--- src/rtl/alu_seq_pkg.sv ---
// Shared control-bundle layout and FSM encodings for the sequential Hack ALU.
package alu_seq_pkg;

  typedef struct packed {
    logic zx;
    logic nx;
    logic zy;
    logic ny;
    logic f;
    logic no;
  } hack_t;

  typedef struct packed {
    hack_t fn;
    logic  mul;
  } ctrl_t;

  typedef logic [0:0] state_t;
  localparam state_t ST_IDLE = 1'b0;
  localparam state_t ST_MUL  = 1'b1;

endpackage

--- src/rtl/alu_core.sv ---
// Combinational Hack ALU: zero/negate operand preprocessing, then add-or-and, then optional invert.
// Latency 0 (pure combinational).
// No flow control; the caller decides when the outputs are consumed.
module alu_core
  import alu_seq_pkg::*;
#(
  parameter int WIDTH = 16
) (
  input  logic [WIDTH-1:0] x,
  input  logic [WIDTH-1:0] y,
  input  hack_t            fn,
  output logic [WIDTH-1:0] xp,
  output logic [WIDTH-1:0] yp,
  output logic [WIDTH-1:0] res,
  output logic             cout
);

  logic [WIDTH-1:0] xz;
  logic [WIDTH-1:0] yz;
  logic [WIDTH-1:0] r;
  logic [WIDTH:0]   sum;

  always_comb begin
    xz   = fn.zx ? '0 : x;
    yz   = fn.zy ? '0 : y;
    xp   = fn.nx ? ~xz : xz;
    yp   = fn.ny ? ~yz : yz;
    sum  = {1'b0, xp} + {1'b0, yp};
    r    = fn.f ? sum[WIDTH-1:0] : (xp & yp);
    cout = fn.f & sum[WIDTH];
    res  = fn.no ? ~r : r;
  end

endmodule

--- src/rtl/alu_seq.sv ---
// Registered Hack ALU with carry flag and an iterative shift-add multiply mode.
// Latency: 1 cycle for ALU ops, WIDTH+1 cycles from accept to out_valid for multiply.
// in_ready drops while a multiply runs; requests then are dropped, and out_valid has no backpressure.
module alu_seq
  import alu_seq_pkg::*;
#(
  parameter int WIDTH = 16,
  parameter int CNT_W = $clog2(WIDTH)
) (
  input  logic             clk,
  input  logic             reset,
  input  logic             in_valid,
  output logic             in_ready,
  input  logic [WIDTH-1:0] x,
  input  logic [WIDTH-1:0] y,
  input  logic             zx,
  input  logic             nx,
  input  logic             zy,
  input  logic             ny,
  input  logic             f,
  input  logic             no,
  input  logic             mul,
  output logic [WIDTH-1:0] out,
  output logic             out_valid,
  output logic             zr,
  output logic             ng,
  output logic             cv
);

  localparam logic [CNT_W-1:0] CNT_LAST = CNT_W'(WIDTH - 1);

  hack_t            fn;
  logic [WIDTH-1:0] core_xp;
  logic [WIDTH-1:0] core_yp;
  logic [WIDTH-1:0] core_res;
  logic             core_cout;

  state_t             state;
  logic [2*WIDTH-1:0] mcand;
  logic [2*WIDTH-1:0] acc;
  logic [2*WIDTH-1:0] acc_next;
  logic [WIDTH-1:0]   mplier;
  logic [CNT_W-1:0]   cnt;
  logic               no_q;
  logic [WIDTH-1:0]   mul_res;

  assign fn = {zx, nx, zy, ny, f, no};

  alu_core #(.WIDTH(WIDTH)) u_core (
    .x    (x),
    .y    (y),
    .fn   (fn),
    .xp   (core_xp),
    .yp   (core_yp),
    .res  (core_res),
    .cout (core_cout)
  );

  assign in_ready = (state == ST_IDLE);

  // The last iteration's partial sum is the product, so the result is taken from acc_next.
  assign acc_next = mplier[0] ? (acc + mcand) : acc;
  assign mul_res  = no_q ? ~acc_next[WIDTH-1:0] : acc_next[WIDTH-1:0];

  always_ff @(posedge clk or posedge reset) begin
    if (reset) begin
      state     <= ST_IDLE;
      mcand     <= '0;
      acc       <= '0;
      mplier    <= '0;
      cnt       <= '0;
      no_q      <= 1'b0;
      out       <= '0;
      zr        <= 1'b0;
      ng        <= 1'b0;
      cv        <= 1'b0;
      out_valid <= 1'b0;
    end else begin
      out_valid <= 1'b0;
      if (state == ST_IDLE) begin
        if (in_valid) begin
          if (mul) begin
            mcand  <= {{WIDTH{1'b0}}, core_xp};
            mplier <= core_yp;
            acc    <= '0;
            cnt    <= '0;
            no_q   <= no;
            state  <= ST_MUL;
          end else begin
            out       <= core_res;
            zr        <= (core_res == '0);
            ng        <= core_res[WIDTH-1];
            cv        <= core_cout;
            out_valid <= 1'b1;
          end
        end
      end else begin
        acc    <= acc_next;
        mcand  <= mcand << 1;
        mplier <= mplier >> 1;
        cnt    <= cnt + CNT_W'(1);
        if (cnt == CNT_LAST) begin
          out       <= mul_res;
          zr        <= (mul_res == '0);
          ng        <= mul_res[WIDTH-1];
          cv        <= |acc_next[2*WIDTH-1:WIDTH];
          out_valid <= 1'b1;
          state     <= ST_IDLE;
        end
      end
    end
  end

endmodule

--- config.mk ---
export PLATFORM = sky130hd
export DESIGN_NAME = alu_seq
export DESIGN_NICKNAME = d
export VERILOG_FILES = /design/src/rtl/alu_seq_pkg.sv /design/src/rtl/alu_core.sv /design/src/rtl/alu_seq.sv
export SDC_FILE = /design/constraint.sdc
export NUM_CORES = 1
export LEC_CHECK = 0
export CORE_MARGIN = 4
export CORE_UTILIZATION = 41
export CTS_BUF_LIST = sky130_fd_sc_hd__clkbuf_8
export DETAILED_ROUTE_END_ITERATION = 7
export PLACE_DENSITY = 0.57
export SLEW_MARGIN = 20
export SYNTH_ARGS = -nofsm -noshare
export SYNTH_HDL_FRONTEND = slang
export SYNTH_SLANG_ARGS = --single-unit
--- constraint.sdc ---
create_clock -name clk -period 7.5 [get_ports clk]
set_input_delay 0.75 -clock clk [delete_from_list [all_inputs] [get_ports clk]]
set_output_delay 0.75 -clock clk [all_outputs]
set_load 0.1 [all_outputs]
======== Word-level counts from Yosys, hierarchy flattened ========
Cells that the tools add are included.
storage, ports and cells
  output and inout port bits .............. 21
  register bits after elaboration ......... 106
  input port bits ......................... 42
cells by class
  reductions and logical operators ........ 8
  equality and inequality tests ........... 3
  add/sub/neg operators ................... 3
  multiplexer cells ....................... 44
  bitwise logic cells ..................... 7
operators with widths
  kind                   number
  $mux W16               14
  $mux W32               7
  $not A16 Y16           4
  $add A32 B32 Y32       1
  $logic_not A16 Y1      2
  $mux W1                20
  $add A16 B16 Y17       1
  $and A16 B16 Y16       1
  $reduce_or A16 Y1      1
  $mux W4                3
  $reduce_and A3 Y1      2
  $add A4 B1 Y4 const B  1
  $eq A4 B4 Y1 const B   1
  $ne A2 B1 Y1 const B   2
  $reduce_bool A2 Y1     2
  $reduce_and A2 Y1      1
  $and A1 B1 Y1          1
  $not A1 Y1             1

======== Longest topological paths before layout ========
Gate-level depths: netlist (run 1).
  word-level depth ........................ 11
  mapped depth ............................ 16

======== Hierarchy ========
Synthesis (run 1) repeated with hierarchy kept, for this count alone.
unflattened totals
  cells, all modules ...................... 1,064
  area total of the unflattened synthesis .. 8,853.5 µm²
by module, submodules not included
  module    instances  area each (µm²)  cells an instance  sequential area each (µm²)
  alu_seq   1          6,801.5          780                2,627.5
  alu_core  1          2,052.0          284                0.0

======== Worst setup path after synthesis (run 1) ========
Ideal clock, no wire load.
  path kind ............................... input-to-reg
  start point ............................. input ny
  end point ............................... register zr
  stages on the path ...................... 15
  arrival time ............................ 4,275 ps
  setup slack ............................. 3,129 ps
  cell sequence ........................... buf_2 > buf_1 > xnor2_1 > ha_1 > inv_1 > fa_1 > nor4_1 > nor4_1 > o31ai_2 > mux2i_1 > a2111o_1 > nand3b_1 > mux2i_1 > o2111ai_1 > o31ai_1
on the way
  longest elaborated chain between the ends .. 9
ends and longest elaborated chain
  element                                                      RTL line                        text
  start, declared                                              alu_seq.sv:19                   input logic ny,
  $mux W16 *                                                   alu_core.sv:27                  yp = fn.ny ? ~yz : yz;
  $add A16 B16 Y17 / $and A16 B16 Y16 (equally long branches)  alu_core.sv:28, alu_core.sv:29
  $mux W16 *                                                   alu_core.sv:29                  r = fn.f ? sum[WIDTH-1:0] : (xp & yp);
  $not A16 Y16                                                 alu_core.sv:31                  res = fn.no ? ~r : r;
  $mux W16 *                                                   alu_core.sv:31
  $logic_not A16 Y1 *                                          alu_seq.sv:91                   zr <= (core_res == '0);
  $mux W1 *                                                    alu_seq.sv:82                   if (mul) begin
  $mux W1 *                                                    alu_seq.sv:81                   if (in_valid) begin
  $mux W1 *                                                    alu_seq.sv:80                   if (state == ST_IDLE) begin
  end signal, assigned                                         alu_seq.sv:91
  end signal, assigned                                         alu_seq.sv:104                  zr <= (mul_res == '0);
  end, declared                                                alu_seq.sv:25                   output logic zr,
Mark *: on every way between the ends. The rest lies on a longest branch, timed or not. The select of a mux whose other input is x is not followed.
A chain may end at the register's enable or synchronous reset.

======== Worst setup path after layout (run 1) ========
  start point ............................. input zx
  end point ............................... register zr
on the way
  longest elaborated chain between the ends .. 11
ends and longest elaborated chain
  element                                                      RTL line                        text
  start, declared                                              alu_seq.sv:16                   input logic zx,
  $mux W16 *                                                   alu_core.sv:24                  xz = fn.zx ? '0 : x;
  $not A16 Y16                                                 alu_core.sv:26                  xp = fn.nx ? ~xz : xz;
  $mux W16 *                                                   alu_core.sv:26
  $add A16 B16 Y17 / $and A16 B16 Y16 (equally long branches)  alu_core.sv:28, alu_core.sv:29
  $mux W16 *                                                   alu_core.sv:29
  $not A16 Y16                                                 alu_core.sv:31
  $mux W16 *                                                   alu_core.sv:31
  $logic_not A16 Y1 *                                          alu_seq.sv:91
  $mux W1 *                                                    alu_seq.sv:82
  $mux W1 *                                                    alu_seq.sv:81
  $mux W1 *                                                    alu_seq.sv:80
Marked as above.

==> results by group, run 1 <==
Status
  – Outcome: completed

Drt
  – Starting DRT DRC Count: approximately 550
  – Post-route antenna net violation count: 0
  – First-pass iteration count of the detailed router: 5
  – Total number of vias: 7,858
  – DRC violations left: 0
  – Post-DR vias/cell: 5.65
  – WL per Instance: 18.1 um
  – Routed WL: approximately 25,000 um

Clocking
  – # clock sinks: between 100 and 150
  – Max Root-Sink Buffers: 2
  – Clock Latency Late Sink: between 0.4 and 0.5 ns
  – Root buf cell: clkbuf_8
  – CTS Buf Count: 9
  – CTS H-tree depth: 3
  – Hold buffer count at cts: 0
  – Post-CTS setup buffers: 0
  – Worst-path clk slew: about 0.12 ns
  – Post_cts resized: 0
  – CTS tree: built

Finish
  – Share of post-route cells with drive strength above 1: 0.0466
  – Syn-to-layout area delta: 11.9%
  – Non-filler cells in the finished layout: ~1,400
  – Fill count: about 2,100
  – Finished Core Util: 0.467
  – # diodes: 0
  – Final net count: around 1,200

Hold path
  – Hold wc startpoint: out[7]
  – Hold Path Cell Cnt: 2
  – Worst hold path type: flip-flop to flip-flop
  – Min-Delay Endpoint: out[7]

STA
  – Fmax: 0.209 GHz
  – Final Hold Viols: 0
  – Slew @ Worst Pin: about 1.1 ns
  – TNS Setup: 0 ns
  – Final Skew: ~0.011 ns
  – Final slew viol count: 0
  – Relative slew slack: 0.282
  – RSZ-0062 raised after global routing: no
  – Tmin final: around 4.8 ns
  – Final setup viols: 0
  – Final worst-path cycle share: 0.636

Critical path
  – Crit end category: flip-flop
  – Worst path arrival time: roughly 5.1 ns
  – Reg2Reg Setup Slack: between 3 and 4 ns
  – Worst reg2reg endpoint: cv
  – Crit path launch type: primary input
  – WP data required: 7.82 ns
  – Critical Setup Path Class: primary input to flip-flop
  – Critical path peak fanout: 16
  – R2R cell count: 12
  – FF-to-FF Start: mcand[6]

Synthesis
  – Synthesized area: between 8000 and 9000 um2
  – Dominant synthesized flop cell: dfrtp_1
  – Synth Net Count: about 1,200
  – EDFF count, synth: 0
  – Synth cell types: slightly above 70
  – Synth Register Bits: ~110
  – Mean Syn Cell Area: roughly 8 um2
  – Synth warnings: 0
  – Gate Count Post-Synth: approximately 1,100
  – Seq/Total Area, Yosys: 0.299
  – Async SR Flop Fraction: 1.00

Global route
  – Grt met1 use: 0.333
  – Initial antenna violation count: 0
  – Vias in the first global route: between 7,000 and 8,000
  – Layer with the highest usage: met1
  – Gr usage total: 0.211
  – First-pass GRT wire length: between 40,000 and 50,000 um
  – GR met2 Demand/Resource: 0.303
  – Grt total ovfl: 0
  – Pin count of the biggest net entering global routing: ~110
  – Met3 GRT Util: 0.0333

Place
  – Number of placed instances, taps included: between 1,000 and 1,500
  – GP Congestion: roughly 0.93
  – Number of port buffers: 62
  – Dpl hpwl: ~19,000 um

Floorplanning
  – Core area: roughly 21,000 um2
  – Chip height: roughly 150 um
  – Die ar.: between 20,000 and 25,000 um2
  – Initial Util: 0.417
  – Rows: 53
  – Die width: roughly 150 um
  – I/O pin total: 63

Power and ir drop
  – Leak: a little over 0.004 uW
  – Worst vdd ir: between 0.15 and 0.2 mV
  – Power per cell area: a little over 400 nW/um2

Job
  – Max-Cap Viols: 0
synth_stat cells (3+ instances only):
library cell,instances,area [um2]
inv_1,21,78.8
xnor2_1,66,578
o211ai_1,8,60.1
a22o_1,6,52.6
nand4_1,9,56.3
nor2b_1,24,150
and2_1,4,25.0
xor2_1,29,254
o22ai_1,10,62.6
nor2_1,57,214
o21bai_1,9,67.6
a21oi_1,68,340
a31oi_1,16,100
nand3b_1,3,22.5
dfrtp_1,105,2630
o31ai_1,14,105
nand2_1,154,578
ha_1,48,601
or3_1,11,68.8
nor3_1,32,160
a31o_2,5,43.8
nand3_1,34,170
o21ai_0,102,510
o21a_1,12,90.1
clkinv_1,3,11.3
a211oi_1,3,22.5
and3_1,6,37.5
mux2i_1,48,480
nor4_1,7,43.8
buf_1,12,45.0
nand2b_1,29,181
mux2_2,6,67.6
o31a_1,3,26.3
o2111ai_1,3,26.3
clkbuf_1,45,169
a21o_1,16,120
or4_1,6,45.0
a2111o_1,4,45.0
or2_2,3,18.8
placed cells by master, fill, tap and decap left out, drive strengths merged, types with 7 or more instances in the layout:
| cell | count |
|---|---|
| nand2 | 154 |
| dfrtp | 105 |
| o21ai | 104 |
| a21oi | 68 |
| xnor2 | 66 |
| clkdlybuf4s50 | 62 |
| nor2 | 57 |
| mux2i | 48 |
| ha | 48 |
| nand3 | 34 |
| nor3 | 33 |
| nand2b | 29 |
| xor2 | 29 |
| nor2b | 24 |
| inv | 24 |
| a21o | 16 |
| a31oi | 16 |
| o31ai | 15 |
| o21a | 12 |
| buf | 12 |
| or3 | 11 |
| o22ai | 10 |
| nand4 | 9 |
| o21bai | 9 |
| clkbuf | 9 |
| o211ai | 8 |
| nor4 | 7 |
| mux2 | 7 |
flip-flops by register name, summed over array words and instances (netlist names):
register and count:
cnt 4, out 16, mcand 32, acc 32, mplier 16, cv 1
no_q 1, state 1, out_valid 1, zr 1
per-layer routing:
| metal | routed length (um) | up-vias |
|---|---|---|
| li1 | - | 3966 |
| met1 | 13200 | 3674 |
| met2 | 10600 | 201 |
| met3 | 1260 | 17 |
| met4 | 241 | 0 |
| met5 | 0 | - |
area by class of cell:
class / count / area, um2 / share of cell area
well taps: 275 / 344 / 0.0349
multi-input cells: 897 / 5860 / 0.595
inverters: 24 / 92.6 / 0.00940
flip-flops and latches: 105 / 2630 / 0.267
repair buffers: 74 / 711 / 0.0722
clock inverters: 7 / 85.1 / 0.00864
clock buffers: 9 / 124 / 0.0126
worst max-delay path, cell delays in order:
cell and delay, ns:
clkdlybuf4s50_1 0.72, nand2b_1 0.30, xnor2_1 0.21, ha_1 0.24, inv_1 0.07, fa_1 0.43, nor4_1 0.54, nor4_1 0.14
o31ai_2 0.40, mux2i_1 0.13, a2111o_1 0.47, nand3b_1 0.19, mux2i_1 0.15, o2111ai_1 0.12, o31ai_1 0.22
how the worst max path moves through the flow:
stage | start | end | slack, ns | depth (start not counted)
after global routing | zx | zr | 2.48 | 14
final | zx | zr | 2.73 | 15
after floorplan | ny | zr | 3.13 | 15
after CTS | zx | zr | 2.84 | 15
after global placement | zx | zr | 2.54 | 15
after detailed placement | zx | zr | 2.41 | 15
through the flow:
stage / worst slack [ns] / instance area [um2] / power [uW] / hold slack (ns)
after global routing: 2.48 / 9850 / 4320 / 0.520
final: 2.73 / 9850 / 4000 / 0.490
after CTS: 2.84 / 9840 / 4000 / 0.491
after detailed placement: 2.41 / 9630 / 3600 / 0.465
after global placement: 2.54 / 9630 / 3570 / 0.456
after floorplan: 3.13 / 8800 / 2960 / 0.449
kinds of logic after synthesis:
group / after synthesis / synth area share
AO/OA/AOI/OAI: 307 / 0.221
XOR/XNOR: 95 / 0.0945
adder cells (fa/ha/maj): 50 / 0.0728
buffers and inverters: 84 / 0.0365
flip-flops: 105 / 0.299
multiplexers: 55 / 0.0635
AND/OR/NAND/NOR: 390 / 0.213
power by group:
group          total (uW)  switching, uW  internal [uW]
combinational        2570           1680            897
clock                 392            231            161
sequential           1030            230            802
No activity file was read; power rests on OpenSTA's default activity.
==> run 2, diff against run 1 <==
==> constraint.sdc (replaced) <==
create_clock -name clk -period 4.72 [get_ports clk]
set_input_delay 0.472 -clock clk [delete_from_list [all_inputs] [get_ports clk]]
set_output_delay 0.472 -clock clk [all_outputs]
set_load 0.1 [all_outputs]
==> results by group, run 2 (synthesized netlist as in run 1, its figures left out) <==
Finish
  – Most common cell after layout, fill and taps aside: nand2_1
  – Syn-to-layout area delta: 12.6%
  – Multi-input logic area: ~5900 um2
  – FF+latch area: between 2000 and 3000 um2
  – Share of post-route cells with drive strength above 1: 0.0550
  – Final net count: approximately 1,200
  – # diodes: 0
  – Most frequent cells in the layout: nand2_1 (154), dfrtp_1 (103), o21ai_0 (102)
  – Fill count: between 2,000 and 2,500
  – Finished Core Util: 0.470
  – Largest regs: acc x32, mcand x32

Global route
  – Initial antenna violation count: 1
  – Gr usage total: 0.211
  – First-pass GRT wire length: roughly 41,000 um
  – Vias in the first global route: between 7,000 and 8,000
  – Pin count of the biggest net entering global routing: 100
  – Grt total ovfl: 0

Floorplanning
  – Die ar.: between 20,000 and 25,000 um2
  – Rows: 53
  – I/O pin total: between 60 and 70
  – Chip height: around 150 um
  – Initial Util: 0.417
  – Core area: ~21,000 um2
  – Die width: 155 um

Critical path
  – Worst path max stage delay: between 0.5 and 0.6 ns
  – Crit path launch type: flip-flop
  – Critical path buffers and inverters: 2
  – Critical Setup Path Class: flip-flop to flip-flop
  – Most frequent CP cell: o21a_1
  – Critical path's slowest cell: or4b_1
  – Crit end category: flip-flop
  – Worst path arrival time: 4.39 ns
  – WP data required: about 5 ns
  – CP top delay family: compound AO/OA/AOI/OAI gates
  – Critical path peak fanout: 9
  – Crit-path cells: ha_1 -> inv_1 -> fa_1 -> nor2b_1 -> o21a_1 -> o21a_1 -> o31a_1 -> o32ai_1 -> o221ai_1 -> mux2i_1 -> or3_1 -> or4b_1 -> nor4_1 -> buf_4 -> a21oi_1

Power and ir drop
  – Comb pwr share: 0.644
  – Pwr Total: 6320 uW
  – Power per cell area: roughly 640 nW/um2
  – Clk pwr share: 0.092
  – Sw Ratio: 0.538
  – NetSw: 3400 uW
  – Internal: between 2000 and 3000 uW
  – Worst vdd ir: around 0.24 mV
  – Leak: between 0.004 and 0.005 uW
  – Flop pwr share: 0.264

STA
  – Fmax: 0.243 GHz
  – Final setup viols: 0
  – Slew @ Worst Pin: 0.982 ns
  – RSZ-0062 raised after global routing: no
  – Min Hold Slack: roughly 0.5 ns
  – TNS Setup: 0 ns
  – Relative slew slack: 0.343
  – Final Skew: 0.0302 ns
  – Tmin final: roughly 4.1 ns
  – Final worst-path cycle share: 0.870
  – Final Hold Viols: 0
  – Final slew viol count: 0

Drt
  – DRC violations left: 0
  – First-pass iteration count of the detailed router: 5
  – Routed WL: approximately 25,000 um
  – Starting DRT DRC Count: 437
  – Post-route antenna net violation count: 0
  – Post-DR vias/cell: 5.69
  – Total number of vias: roughly 8,000
  – WL per Instance: around 18 um

Clocking
  – Hold buffer count at cts: 0
  – Post-CTS setup buffers: 0
  – CTS tree: built
  – Max Root-Sink Buffers: 2
  – CTS Buf Count: 9
  – Clock Latency Late Sink: ~0.40 ns
  – Worst-path clk slew: approximately 0.12 ns
  – # clock sinks: between 100 and 150
  – CTS H-tree depth: 3
  – Post_cts resized: 0
  – Root buf cell: clkbuf_8

Job
  – Max-Cap Viols: 0

Status
  – Outcome: completed

Place
  – GP Congestion: between 0.9 and 1
  – Dpl hpwl: between 15,000 and 20,000 um
  – Number of port buffers: between 60 and 70

Hold path
  – Worst hold path type: flip-flop to flip-flop
## run 2: cell count changes in the layout (fill, tap and decap cells not counted)
cell and change:
bufinv_16 -1, clkinv_4 -1, buf_4 +12, a2111oi_2 -1, a2111oi_1 +1, inv_1 +1, inv_8 +1
## run 2: final timing paths
check | from | endpoint | slack, ns | cells after the start
worst max-delay path | mcand[0] | cv | 0.61 | 15
worst max register to register | mcand[0] | cv | 0.61 | 15
worst min register to register | mplier[1] | mplier[0] | 0.50 | 2
min in group asynchronous | reset | acc[25] | 0.52 | 2
worst min-delay path | mplier[1] | mplier[0] | 0.50 | 2
max in group asynchronous | reset | acc[8] | 3.32 | 3
## run 2: layout make-up
cell class,count,area share
multi-input combinational,897,0.591
tap,275,0.0347
clock buffer,9,0.0125
sequential,105,0.266
timing repair buffer,86,0.0808
clock inverter,7,0.00619
inverter,24,0.00934
## run 2: stage by stage
stage	cell area [um2]	instances	setup WS (ns)
global placement	9720	1387	0.458
global route	9910	1403	0.339
finish	9910	1403	0.613
floorplan	8800	1086	0.627
detailed placement	9720	1387	0.319
CTS	9910	1403	0.643
## run 2: power by group through the flow
stage | Clock [uW] | Combinational (uW) | Sequential (uW)
3_5_place_dp | 0 | 4050 | 1690
6_report | 580 | 4070 | 1670
2_1_floorplan | 0 | 2660 | 2050
5_1_grt | 637 | 4470 | 1730
4_1_cts | 597 | 4060 | 1670
3_3_place_gp | 0 | 4010 | 1690
## run 2: layer usage
metal	vias up	GRT usage	share of wire
li1	3979	-	-
met1	3796	0.320	0.51
met2	180	0.321	0.43
met3	25	0.0327	0.045
met4	2	0.0408	0.014
met5	-	0	0.00051
## run 2: worst reg2reg max path: cells and delay by family, from the launching register on
| family | cells | cell delay, ns |
|---|---|---|
| multiplexers | 1 | 0.17 |
| adder cells (fa/ha/maj) | 2 | 0.40 |
| AND/OR/NAND/NOR | 4 | 1.24 |
| AO/OA/AOI/OAI | 6 | 1.51 |
| flip-flops | 1 | 0.44 |
| buffers and inverters | 2 | 0.24 |
